File: config.mk
export PLATFORM = sky130hd
export DESIGN_NAME = pixel_mixer
export DESIGN_NICKNAME = d
export VERILOG_FILES = /design/src/rtl/ppu_pkg.sv /design/src/rtl/pixmix_layer_select.sv /design/src/rtl/pixel_mixer.sv
export SDC_FILE = /design/constraint.sdc
export NUM_CORES = 1
export LEC_CHECK = 0
export BUFFER_PORTS_ARGS = -buffer_cell sky130_fd_sc_hd__buf_2
export CORE_UTILIZATION = 28
export CTS_CLUSTER_SIZE = 16
export DETAILED_ROUTE_END_ITERATION = 8
export GPL_ROUTABILITY_DRIVEN = 0
export PLACE_DENSITY = 0.6
export SLEW_MARGIN = 20
export SYNTH_ARGS = -nofsm -noshare
export SYNTH_HDL_FRONTEND = slang
export SYNTH_SLANG_ARGS = --single-unit
File: constraint.sdc
create_clock -name clk -period 2.13 [get_ports clk]
set_input_delay 0.1065 -clock clk [delete_from_list [all_inputs] [get_ports clk]]
set_output_delay 0.1065 -clock clk [all_outputs]
set_load 0.01 [all_outputs]
File: src/rtl/ppu_pkg.sv
// Shared PPU definitions: scanline geometry, palette/RGB widths, layer codes, mixer states.
package ppu_pkg;

    localparam int unsigned NUM_PIXELS_DEF = 320;
    localparam int unsigned PIX_W          = 9;
    localparam int unsigned PIXD_W         = 8;
    localparam int unsigned PAL_AW         = 10;
    localparam int unsigned RGB_W          = 24;

    typedef enum logic [1:0] {
        LAYER_BG  = 2'b00,
        LAYER_FG  = 2'b01,
        LAYER_SPR = 2'b10
    } layer_e;

    typedef enum logic [1:0] {
        IDLE = 2'd0,
        PREP = 2'd1,
        MIX  = 2'd2,
        FIN  = 2'd3
    } mixer_state_t;

    // Palette RAM address payload: {layer, palette, colour}
    typedef struct packed {
        layer_e     layer;
        logic [3:0] palette;
        logic [3:0] colour;
    } pal_addr_t;

    // Colour index 0 marks a transparent pixel
    function automatic logic is_opaque(input logic [PIXD_W-1:0] pix);
        return pix[3:0] != 4'd0;
    endfunction

endpackage

File: src/rtl/pixmix_layer_select.sv
// Combinational front-most-layer resolver producing the palette RAM address.
// Sprite layer participates only when PIXEL_MIXER_SPRITE_EN is defined.
module pixmix_layer_select
    import ppu_pkg::*;
(
    input  logic [PIXD_W-1:0] bg_pix_i,
    input  logic [PIXD_W-1:0] fg_pix_i,
`ifdef PIXEL_MIXER_SPRITE_EN
    input  logic [PIXD_W:0]   spr_pix_i,
`endif
    output pal_addr_t         sel_o
);

    // Priority pick; all-transparent falls through to the backdrop entry (address 0)
    always_comb begin
        sel_o = '0;
`ifdef PIXEL_MIXER_SPRITE_EN
        if (is_opaque(spr_pix_i[PIXD_W-1:0]) && !spr_pix_i[PIXD_W]) begin
            sel_o = '{layer: LAYER_SPR, palette: spr_pix_i[7:4], colour: spr_pix_i[3:0]};
        end else if (is_opaque(fg_pix_i)) begin
            sel_o = '{layer: LAYER_FG, palette: fg_pix_i[7:4], colour: fg_pix_i[3:0]};
        end else if (is_opaque(spr_pix_i[PIXD_W-1:0])) begin
            sel_o = '{layer: LAYER_SPR, palette: spr_pix_i[7:4], colour: spr_pix_i[3:0]};
        end else if (is_opaque(bg_pix_i)) begin
            sel_o = '{layer: LAYER_BG, palette: bg_pix_i[7:4], colour: bg_pix_i[3:0]};
        end
`else
        if (is_opaque(fg_pix_i)) begin
            sel_o = '{layer: LAYER_FG, palette: fg_pix_i[7:4], colour: fg_pix_i[3:0]};
        end else if (is_opaque(bg_pix_i)) begin
            sel_o = '{layer: LAYER_BG, palette: bg_pix_i[7:4], colour: bg_pix_i[3:0]};
        end
`endif
    end

endmodule

File: src/rtl/pixel_mixer.sv
// Scanline pixel mixer: waits for the layer engines, then streams NUM_PIXELS pixels
// through layer select and palette lookup into the row buffer at 1 pixel/cycle.
// Optional sprite layer: define PIXEL_MIXER_SPRITE_EN.
// palram_addr and rowbuf_wrdata are combinational so the palette read fits the
// 2-stage pipeline; both are forced to 0 outside valid pipeline slots.
module pixel_mixer
    import ppu_pkg::*;
#(
    parameter int unsigned NUM_PIXELS = NUM_PIXELS_DEF
) (
    input  logic                clk,
    input  logic                rst_n,
    input  logic                start,
    output logic                busy,
    output logic                done,
    output logic                tile_prep,
    input  logic                bg_done,
    input  logic                fg_done,
`ifdef PIXEL_MIXER_SPRITE_EN
    output logic                spr_prep,
    input  logic                spr_done,
    input  logic [PIXD_W:0]     spr_pixel_data,
`endif
    output logic [PIX_W-1:0]    pixel_addr,
    input  logic [PIXD_W-1:0]   bg_pixel_data,
    input  logic [PIXD_W-1:0]   fg_pixel_data,
    output logic [PAL_AW-1:0]   palram_addr,
    input  logic [RGB_W-1:0]    palram_rddata,
    output logic [PIX_W-1:0]    rowbuf_addr,
    output logic [RGB_W-1:0]    rowbuf_wrdata,
    output logic                rowbuf_wren
);

    localparam logic [PIX_W-1:0] LAST_PIX = PIX_W'(NUM_PIXELS - 1);

    mixer_state_t      state_q;
    logic              busy_q;
    logic              done_q;
    logic              tile_prep_q;
    logic              bg_lat_q;
    logic              fg_lat_q;
    logic [PIX_W-1:0]  pixel_addr_q;
    logic              addr_valid_q;
    logic              drain_q;
    logic              s1_valid_q;
    logic [PIX_W-1:0]  s1_idx_q;
    logic              wren_q;
    logic [PIX_W-1:0]  wr_addr_q;

    logic              bg_lat_d;
    logic              fg_lat_d;
    logic              all_done_c;
    pal_addr_t         sel_c;
    logic [PAL_AW-1:0] sel_bits_c;

    assign bg_lat_d = bg_lat_q | bg_done;
    assign fg_lat_d = fg_lat_q | fg_done;

`ifdef PIXEL_MIXER_SPRITE_EN
    logic spr_prep_q;
    logic spr_lat_q;
    logic spr_lat_d;
    assign spr_lat_d  = spr_lat_q | spr_done;
    assign all_done_c = bg_lat_d & fg_lat_d & spr_lat_d;
    assign spr_prep   = spr_prep_q;
`else
    assign all_done_c = bg_lat_d & fg_lat_d;
`endif

    // Scanline control FSM: prep handshake, pixel address generation, pipeline drain
    always_ff @(posedge clk or negedge rst_n) begin
        if (!rst_n) begin
            state_q      <= IDLE;
            busy_q       <= 1'b0;
            done_q       <= 1'b0;
            tile_prep_q  <= 1'b0;
            bg_lat_q     <= 1'b0;
            fg_lat_q     <= 1'b0;
            pixel_addr_q <= '0;
            addr_valid_q <= 1'b0;
            drain_q      <= 1'b0;
`ifdef PIXEL_MIXER_SPRITE_EN
            spr_prep_q   <= 1'b0;
            spr_lat_q    <= 1'b0;
`endif
        end else begin
            tile_prep_q <= 1'b0;
            done_q      <= 1'b0;
`ifdef PIXEL_MIXER_SPRITE_EN
            spr_prep_q  <= 1'b0;
`endif
            unique case (state_q)
                IDLE: begin
                    bg_lat_q <= 1'b0;
                    fg_lat_q <= 1'b0;
`ifdef PIXEL_MIXER_SPRITE_EN
                    spr_lat_q <= 1'b0;
`endif
                    if (start) begin
                        state_q     <= PREP;
                        busy_q      <= 1'b1;
                        tile_prep_q <= 1'b1;
`ifdef PIXEL_MIXER_SPRITE_EN
                        spr_prep_q  <= 1'b1;
`endif
                    end
                end
                PREP: begin
                    bg_lat_q <= bg_lat_d;
                    fg_lat_q <= fg_lat_d;
`ifdef PIXEL_MIXER_SPRITE_EN
                    spr_lat_q <= spr_lat_d;
`endif
                    if (all_done_c) begin
                        state_q      <= MIX;
                        pixel_addr_q <= '0;
                        addr_valid_q <= 1'b1;
                        drain_q      <= 1'b0;
                    end
                end
                MIX: begin
                    if (addr_valid_q) begin
                        if (pixel_addr_q == LAST_PIX) begin
                            addr_valid_q <= 1'b0;
                        end else begin
                            pixel_addr_q <= pixel_addr_q + PIX_W'(1);
                        end
                    end else if (drain_q) begin
                        state_q <= FIN;
                        done_q  <= 1'b1;
                    end else begin
                        drain_q <= 1'b1;
                    end
                end
                FIN: begin
                    state_q      <= IDLE;
                    busy_q       <= 1'b0;
                    pixel_addr_q <= '0;
                end
                default: state_q <= IDLE;
            endcase
        end
    end

    // Pixel pipeline: stage 1 resolves the layer, stage 2 writes the palette colour
    always_ff @(posedge clk or negedge rst_n) begin
        if (!rst_n) begin
            s1_valid_q <= 1'b0;
            s1_idx_q   <= '0;
            wren_q     <= 1'b0;
            wr_addr_q  <= '0;
        end else begin
            s1_valid_q <= addr_valid_q;
            s1_idx_q   <= pixel_addr_q;
            wren_q     <= s1_valid_q;
            wr_addr_q  <= s1_idx_q;
        end
    end

    pixmix_layer_select u_layer_select (
        .bg_pix_i  (bg_pixel_data),
        .fg_pix_i  (fg_pixel_data),
`ifdef PIXEL_MIXER_SPRITE_EN
        .spr_pix_i (spr_pixel_data),
`endif
        .sel_o     (sel_c)
    );

    assign sel_bits_c    = sel_c;
    assign busy          = busy_q;
    assign done          = done_q;
    assign tile_prep     = tile_prep_q;
    assign pixel_addr    = pixel_addr_q;
    assign palram_addr   = s1_valid_q ? sel_bits_c : '0;
    assign rowbuf_addr   = wr_addr_q;
    assign rowbuf_wren   = wren_q;
    assign rowbuf_wrdata = wren_q ? palram_rddata : '0;

endmodule

==> results.txt, run 1 <==
----------------------------------------------------
[Status]
  Outcome ... complete, no violations

[Floorplanning]
  Width of the die ... 82.5 um
  Initial Utilization ... 29.7%
  Area of the die ... 0.00680 sq mm
  Floorplan core area ... 0.00610 sq mm
  Cell Rows ... 28
  Die H ... 82.5 um
  Number of top-level design ports ... 101

[Final layout]
  Post-layout instance count excluding filler cells ... 346
  Diode count ... 0
  Layout-stage area growth over the synthesis result ... 39.3%
  Net count of the finished layout ... 321
  Layout filler cell count ... 597
  Ratio of cells with drive above 1 in the final layout ... 42.8%

[Detailed routing]
  Number of DRC violations after detailed routing ... 0
  Post-DR wirelength/cell ... 11.6 um
  Count of antenna-violating nets left after detailed routing ... 0
  Count of vias placed by the detailed router ... 1,578
  Total wire length ... 4.01 mm
  Via count normalized by instance count ... 4.56
  1st-pass router iterations ... 4
  Violation count after the first detailed-route iteration ... 57

[Logic synthesis]
  FF+latch count, synth ... 38
  EDFF count, synth ... 0
  Dominant combinational cell family by area after synthesis ... simple AND/OR/NAND/NOR gates
  Post-synth top area share ... 52.4%
  Post-synthesis instance area ... 0.00181 sq mm
  Cell with the most instances after synthesis ... sky130_fd_sc_hd__dfrtp_1
  Synthesis Warnings ... 0
  Count of different cell masters after synthesis ... 41
  XOR/XNOR Fraction of Synth Area ... 0.483%
  Sequential fraction of the synthesis area ... 52.4%
  Synth Instances ... 168
  Leading register cell type out of synthesis ... sky130_fd_sc_hd__dfrtp_1
  Synth Net Count ... 219
  Top post-synthesis cells by area ... sky130_fd_sc_hd__dfrtp_1, sky130_fd_sc_hd__and2_1, sky130_fd_sc_hd__ha_1, sky130_fd_sc_hd__a22o_1, sky130_fd_sc_hd__nor2b_1
  Async set or reset register ratio after synthesis ... 100%
  Simple-gate area share of the yosys netlist ... 22.9%
  Avg Synthesized Cell Area ... 10.8 sq um
  Fraction of the mapped netlist area in compound gates ... 13.7%
  Mux cell area share after synthesis ... 2.28%
  Commonest cells in the synthesized netlist ... sky130_fd_sc_hd__dfrtp_1, sky130_fd_sc_hd__and2_1, sky130_fd_sc_hd__nand2_1
  Synth Area in Adders ... 4.14%
  Largest area contributor in the netlist ... sky130_fd_sc_hd__dfrtp_1

[Power]
  Worst vdd ir ... 0.773 mV
  Power share of the combinational group ... 31.8%
  Share of power burned in registers ... 37.1%
  Static power due to leakage ... 1.32 nW
  Internal cell power ... 1.68 mW
  Switching power summed over all nets ... 0.769 mW
  Power density over the cells ... 967 mW/mm^2
  Clock Power Share ... 31.1%
  Sw Ratio ... 31.4%

[Job]
  Max-Cap Viols ... 0

[GRT]
  Remaining Overflow, GRT ... 0
  Largest net degree at the start of global routing ... 39
  Antenna violations before repair ... 0
  Number of global-route vias before repair ... 1,318
  Global Route Usage Sum ... 11.7%
  First-pass GRT wire length ... 5.89 mm

[Critical path]
  Endpoint required time on the critical path ... 2.35 ns
  Crit Reg-Reg Startpoint ... state_q[1]$_DFFE_PN0P_
  Worst setup SP type ... flop
  Slowest CP cell ... sky130_fd_sc_hd__and2_1
  Register-to-register setup slack ... 0.31 ns
  CP endpoint kind ... flop
  Delay of the slowest cell on the worst path ... 0.40 ns
  Ordered list of cells on the worst path ... inv_1, ha_1, a221oi_2, and2_1, mux2i_1
  R2R cell count ... 5
  Data arrival time of the worst path ... 2.04 ns
  Launching instance or port of the critical path ... state_q[1]$_DFFE_PN0P_
  Category of the most critical setup path ... flop to flop
  Critical path peak fanout ... 10
  Worst reg2reg path endpoint ... pixel_addr[1]$_DFFE_PN0P_

[Hold path]
  Count of cells along the worst hold path ... 2
  Hold Crit Class ... input pin to flop
  Startpoint of the tightest hold check path ... start
  Endpoint with the worst hold slack ... tile_prep$_DFF_PN0_

[STA]
  Slew at the pin closest to its max-slew limit ... 0.821 ns
  Max-slew violation count ... 0
  Final critical-path required period ... 1.82 ns
  Slew HR ... 45.3%
  Clock Skews ... 0.00467 ns
  Total count of hold-check failures in the final report ... 0
  Unrepaired setup endpoints after global routing ... false
  Setup Viol. Count Final ... 0
  Aggregate negative setup slack ... 0 ns
  Period utilization ... 85.5%
  Maximum clock rate ... 0.549 GHz

[CTS]
  Later-pin clock latency in the skew report ... 0.30 ns
  Clock-pin transition on the worst setup and hold timing paths ... 0.08 ns
  Number of buffers added for setup after CTS ... 0
  Number of clock sinks ... 38
  CTS-repair resized insts ... 0
  Maximum count of clock buffers along a single path ... 2
  Number of hold buffers added after cts ... 1
  H-Tree Level Count ... 2
  Number of buffers inserted during clock tree synthesis ... 5
  TritonCTS clock tree ... done
  Clock tree root driver cell ... sky130_fd_sc_hd__clkbuf_8

[Placed design]
  Total instance count after detailed placement ... 337
  PortBufs ... 99
  Total half-perimeter wirelength after legalization and detailed placement ... 3.06 mm

----------------------------------------------------
[flip-flops by register name, summed over array words and instances (netlist names)]
register,cells
rowbuf_wren,1
drain_q,1
tile_prep,1
s1_valid_q,1
s1_idx_q,9
addr_valid_q,1
pixel_addr,9
fg_lat_q,1
rowbuf_addr,9
bg_lat_q,1
busy,1
done,1
state_q,2
[cell families after synthesis]
logic type / count (synthesis)
adder cells (fa/ha/maj): 6
flip-flops: 38
AND/OR/NAND/NOR: 73
buffers and inverters: 14
AO/OA/AOI/OAI: 31
XOR/XNOR: 1
other: 1
multiplexers: 4
[worst max-delay path by stage]
| stage | slack [ns] | cells past startpoint | to |
|---|---|---|---|
| 2_1_floorplan | 0.49 | 6 | state_q[1]$_DFFE_PN0P_ |
| 4_1_cts | 0.28 | 5 | pixel_addr[1]$_DFFE_PN0P_ |
| 3_5_place_dp | 0.30 | 5 | pixel_addr[1]$_DFFE_PN0P_ |
| 5_1_grt | 0.17 | 6 | pixel_addr[3]$_DFFE_PN0P_ |
| 6_report | 0.31 | 5 | pixel_addr[1]$_DFFE_PN0P_ |
| 3_3_place_gp | 0.38 | 5 | pixel_addr[1]$_DFFE_PN0P_ |
[worst max-delay path, delay by kind of cell, from the launching register on]
family | cells | cell delay, ns
AND/OR/NAND/NOR | 1 | 0.40
multiplexers | 1 | 0.22
adder cells (fa/ha/maj) | 1 | 0.32
flip-flops | 1 | 0.39
buffers and inverters | 1 | 0.09
AO/OA/AOI/OAI | 1 | 0.33
[layer usage]
layer | GRT usage [%] | vias to the layer above | share of wire [%]
met5 | 0 | - | 0
li1 | - | 778 | -
met3 | 4.84 | 7 | 8.1
met4 | 3.68 | 0 | 1.5
met1 | 12.7 | 725 | 41
met2 | 20.7 | 68 | 49
[per-stage QoR]
step / area (sq um) / hold slack, ns / util, % / power, mW / setup slack [ns]
2_1_floorplan: 1810 / -0.189 / - / 1.49 / 0.485
3_3_place_gp: 2370 / 0.248 / 38.9 / 1.69 / 0.377
3_5_place_dp: 2370 / 0.261 / 38.9 / 1.71 / 0.296
4_1_cts: 2530 / 0.0803 / 41.4 / 2.47 / 0.283
5_1_grt: 2530 / 0.0808 / 41.4 / 2.61 / 0.173
6_report: 2530 / 0.0741 / 41.4 / 2.44 / 0.309
[area by class of cell]
| class | count | area (sq um) | share of cell area (%) |
|---|---|---|---|
| flip-flops and latches | 38 | 951 | 37.6 |
| multi-input cells | 116 | 792 | 31.4 |
| repair buffers | 102 | 520 | 20.6 |
| well taps | 75 | 93.8 | 3.71 |
| clock buffers | 6 | 82.6 | 3.27 |
| clock inverters | 2 | 60.1 | 2.38 |
| inverters | 7 | 26.3 | 1.04 |
[power groups by stage]
stage | clock (mW) | combinational (mW) | sequential [mW]
global route | 0.809 | 0.883 | 0.921
CTS | 0.771 | 0.791 | 0.908
detailed placement | 0 | 0.788 | 0.922
finish | 0.760 | 0.778 | 0.906
floorplan | 0 | 0.557 | 0.936
global placement | 0 | 0.773 | 0.919
[cell usage in the layout, fill, tap and decap left out, types with 2 or more instances in the layout]
cell type                   netlist  final
sky130_fd_sc_hd__a31oi_1          5      5
sky130_fd_sc_hd__inv_1            7      7
sky130_fd_sc_hd__a21oi_1          6      6
sky130_fd_sc_hd__and2_1          28     28
sky130_fd_sc_hd__a22o_1           5      5
sky130_fd_sc_hd__clkbuf_8         0      6
sky130_fd_sc_hd__buf_2            2     99
sky130_fd_sc_hd__nand2_1         11     11
sky130_fd_sc_hd__nor2_1           7      7
sky130_fd_sc_hd__ha_1             6      6
sky130_fd_sc_hd__and3_1           2      2
sky130_fd_sc_hd__o21ai_0          4      4
sky130_fd_sc_hd__mux2i_1          3      3
sky130_fd_sc_hd__nand3_1          7      7
sky130_fd_sc_hd__nor3_1           2      2
sky130_fd_sc_hd__nor2b_1          7      7
sky130_fd_sc_hd__bufinv_16        0      2
sky130_fd_sc_hd__dfrtp_1         38     38
sky130_fd_sc_hd__nand2b_1         2      2
sky130_fd_sc_hd__buf_4            2      2
Power figures use the tool's default switching activity.
==> inputs of run 2 (changes only) <==
- ABC_AREA: default -> 1
- PLACE_DENSITY: 0.6 -> 0.59
==> run 2 against run 1 <==
  * The run now ends with DRC left
  * Sequential cell count is the same
  * Clock skew up 0.0042 ns
  * Synthesized cell count is 48% higher
  * Register-to-register slack better by 0.096 ns
  * Clock power is 20% lower
  * Die area grew 4.6%
  * Non-clock buffer count shrank 2
  * Synthesized area rose by 4.7%
  * Worst hold slack got worse by 0.024 ns
  * Utilization shrank 1.5 points
  * Largest power group unchanged
==> results.txt, run 2 <==
----------------------------------------------------
[Final layout]
  Leading cell type in the layout, fill and taps excluded ... sky130_fd_sc_hd__buf_2
  Commonest cells after routing, fill and taps aside ... sky130_fd_sc_hd__buf_2, sky130_fd_sc_hd__nand2_1, sky130_fd_sc_hd__inv_1
  Post-layout instance count excluding filler cells ... 427 (+23%)
  Area of all placed cells without fillers ... 0.00258 sq mm (+2.0%)
  Diode count ... 0 (unchanged)
  Ratio of cells with drive above 1 in the final layout ... 32.6% (-10 points)
  Layout-stage area growth over the synthesis result ... 35.8%
  Net count of the finished layout ... 400 (+25%)

[Detailed routing]
  Number of DRC violations after detailed routing ... 14 (+14)
  Count of antenna-violating nets left after detailed routing ... 0 (unchanged)
  1st-pass router iterations ... 7 (+3)
  Count of vias placed by the detailed router ... 1,776 (+13%)
  Violation count after the first detailed-route iteration ... 133 (+130%)
  Via count normalized by instance count ... 4.16 (-8.8%)
  Post-DR wirelength/cell ... 9.83 um (-15%)
  Total wire length ... 4.20 mm (+4.8%)

[Placed design]
  PortBufs ... 99 (unchanged)
  Total instance count after detailed placement ... 418 (+24%)
  Total half-perimeter wirelength after legalization and detailed placement ... 3.25 mm (+6.4%)
  Post-placement setup slack ... 0.391 ns (+0.0954 ns)
  Dpl cell area ... 0.00245 sq mm (+3.4%)

[Logic synthesis]
  Dominant combinational cell family by area after synthesis ... simple AND/OR/NAND/NOR gates
  Synth Area in Adders ... 3.96% (-0.19 points)
  EDFF count, synth ... 0 (unchanged)
  Sequential fraction of the synthesis area ... 50.1% (-2.4 points)
  Leading register cell type out of synthesis ... sky130_fd_sc_hd__dfrtp_1
  Post-synth top area share ... 50.1% (-2.4 points)
  Synth Instances ... 248 (+48%)
  Avg Synthesized Cell Area ... 7.65 sq um (-29%)
  Mux cell area share after synthesis ... 0% (-2.3 points)
  Synth Net Count ... 299 (+37%)
  FF+latch count, synth ... 38 (unchanged)
  Synthesis Warnings ... 0 (unchanged)
  Top post-synthesis cells by area ... sky130_fd_sc_hd__dfrtp_1, sky130_fd_sc_hd__nand2_1, sky130_fd_sc_hd__inv_1, sky130_fd_sc_hd__ha_1, sky130_fd_sc_hd__nor2_1
  Commonest cells in the synthesized netlist ... sky130_fd_sc_hd__nand2_1, sky130_fd_sc_hd__inv_1, sky130_fd_sc_hd__dfrtp_1
  Cell with the most instances after synthesis ... sky130_fd_sc_hd__nand2_1
  Fraction of the mapped netlist area in compound gates ... 6.99% (-6.7 points)
  Largest area contributor in the netlist ... sky130_fd_sc_hd__dfrtp_1
  Async set or reset register ratio after synthesis ... 100% (unchanged)
  Simple-gate area share of the yosys netlist ... 26.7% (+3.8 points)
  Post-synthesis instance area ... 0.00190 sq mm (+4.7%)
  Count of different cell masters after synthesis ... 22 (-46%)
  XOR/XNOR Fraction of Synth Area ... 0.461% (-0.022 points)

[Status]
  Outcome ... finished with violations
  Violations in the final reports ... DRC

[CTS]
  Number of buffers inserted during clock tree synthesis ... 5 (unchanged)
  CTS-repair resized insts ... 0 (unchanged)
  Maximum count of clock buffers along a single path ... 2 (unchanged)
  H-Tree Level Count ... 2 (unchanged)
  Clock tree root driver cell ... sky130_fd_sc_hd__clkbuf_8
  Later-pin clock latency in the skew report ... 0.29 ns (about the same)
  Clock-pin transition on the worst setup and hold timing paths ... 0.08 ns (about the same)
  TritonCTS clock tree ... done
  Number of clock sinks ... 38 (unchanged)
  Number of hold buffers added after cts ... 1 (unchanged)
  Number of buffers added for setup after CTS ... 0 (unchanged)

[Critical path]
  Slowest CP cell ... sky130_fd_sc_hd__ha_1
  Data arrival time of the worst path ... 1.94 ns (-0.10 ns)
  Most prevalent standard cell on the critical path ... sky130_fd_sc_hd__nor2_2
  Worst setup SP type ... flop
  CP endpoint kind ... flop
  Critical path's top delay family ... adder cells
  Number of buffer and inverter instances along the worst setup path ... 2 (+1)
  Critical path peak fanout ... 16 (+6)
  Endpoint required time on the critical path ... 2.35 ns (about the same)
  Category of the most critical setup path ... flop to flop
  Ordered list of cells on the worst path ... inv_1, ha_1, inv_2, nor2_2, nor2_2, nand3_4, nand2_1, o21ai_1
  Delay of the slowest cell on the worst path ... 0.48 ns (+0.08 ns)

[Power]
  PnR Total Power ... 2.43 mW (-0.68%)
  Worst vdd ir ... 0.367 mV (-53%)
  Static power due to leakage ... 1.59 nW (+20%)
  Power density over the cells ... 942 mW/mm^2 (-2.7%)

[GRT]
  Antenna violations before repair ... 0 (unchanged)
  Number of global-route vias before repair ... 1,570 (+19%)
  Remaining Overflow, GRT ... 0 (unchanged)
  Largest net degree at the start of global routing ... 39 (unchanged)
  Global Route Usage Sum ... 12.0% (+0.28 points)
  First-pass GRT wire length ... 6.82 mm (+16%)

[Floorplanning]
  Cell Rows ... 29 (+3.6%)
  Die H ... 84.3 um (+2.3%)
  Width of the die ... 84.3 um (+2.3%)
  Area of the die ... 0.00711 sq mm (+4.6%)
  Number of top-level design ports ... 101 (unchanged)
  Floorplan core area ... 0.00646 sq mm (+6.0%)
  Initial Utilization ... 29.4% (-0.35 points)

[STA]
  Maximum clock rate ... 0.580 GHz (+5.5%)
  Setup Viol. Count Final ... 0 (unchanged)
  Period utilization ... 81.0% (-4.5 points)
  Slew HR ... 46.6% (+1.3 points)
  Clock Skews ... 0.00883 ns (+0.00416 ns)
  Final critical-path required period ... 1.73 ns (-0.0956 ns)
  Unrepaired setup endpoints after global routing ... false
  Slew at the pin closest to its max-slew limit ... 0.800 ns (-0.0202 ns)
  Total count of hold-check failures in the final report ... 0 (unchanged)
  Max-slew violation count ... 0 (unchanged)
  Min setup slack post-route ... 0.405 ns (+0.0956 ns)
  Aggregate negative setup slack ... 0 ns (unchanged)

[Hold path]
  Hold Crit Class ... input pin to flop

[Job]
  Max-Cap Viols ... 0 (unchanged)

----------------------------------------------------
-- run 2: changes by cell type in the layout (fill, tap and decap cells not counted), moves of 8 or more --
cell	delta
sky130_fd_sc_hd__and2_1	-28
sky130_fd_sc_hd__o21ai_0	+8
sky130_fd_sc_hd__inv_1	+41
sky130_fd_sc_hd__nor2_1	+12
sky130_fd_sc_hd__nand2_1	+73
-- run 2: per-layer routing --
metal	track usage [%]	wire length [um]
met5	0	0
met4	5.55	85
met3	2.95	343
met2	22.9	2100
met1	12.4	1670
-- run 2: layout make-up --
class | count | area [sq um]
tap | 77 | 96.3
clock buffer | 5 | 68.8
clock inverter | 3 | 45.0
multi-input combinational | 155 | 727
timing repair buffer | 100 | 505
sequential | 38 | 951
inverter | 49 | 184
fill | 677 | 3880
-- run 2: tightest hold or removal path, delay by kind of cell --
kind                   cells  cell delay (ns)
buffers and inverters      2             0.15
and+or+nand+nor            1             0.05
-- run 2: logic make-up (layout without fill, tap and decap cells) --
logic type | Yosys count | in the layout
simple gates | 123 | 123
buf+inv | 55 | 157
flops | 38 | 38
compound gates | 24 | 24
fa+ha+maj | 6 | 6
other cells | 1 | 1
xor+xnor | 1 | 1
-- run 2: stage by stage --
| stage | util, % | hold slack, ns |
|---|---|---|
| after floorplan | - | -0.189 |
| after global placement | 38.0 | 0.245 |
| after detailed placement | 38.0 | 0.257 |
| after CTS | 39.9 | 0.0355 |
| after global routing | 39.9 | 0.0713 |
| final | 39.9 | 0.0497 |
-- run 2: path summary, 6_finish.rpt --
| check | slack, ns | end | cells after the start | startpoint |
|---|---|---|---|---|
| worst min-delay path | 0.05 | tile_prep$_DFF_PN0_ | 3 | start |
| min in group asynchronous | 0.44 | rowbuf_addr[1]$_DFF_PN0_ | 2 | rst_n |
| max in group asynchronous | 1.18 | addr_valid_q$_DFFE_PN0P_ | 2 | rst_n |
| worst min register to register | 0.35 | rowbuf_addr[5]$_DFF_PN0_ | 0 | s1_idx_q[5]$_DFF_PN0_ |
| worst max-delay path | 0.40 | pixel_addr[1]$_DFFE_PN0P_ | 8 | state_q[0]$_DFFE_PN0P_ |
| worst max register to register | 0.40 | pixel_addr[1]$_DFFE_PN0P_ | 8 | state_q[0]$_DFFE_PN0P_ |
-- run 2: where the power goes --
part           switching [mW]  total, mW  leakage (nW)  internal, mW
Clock                   0.257      0.605        0.0504         0.348
Combinational           0.539      0.877          1.03         0.338
Sequential              0.107      0.945         0.504         0.838
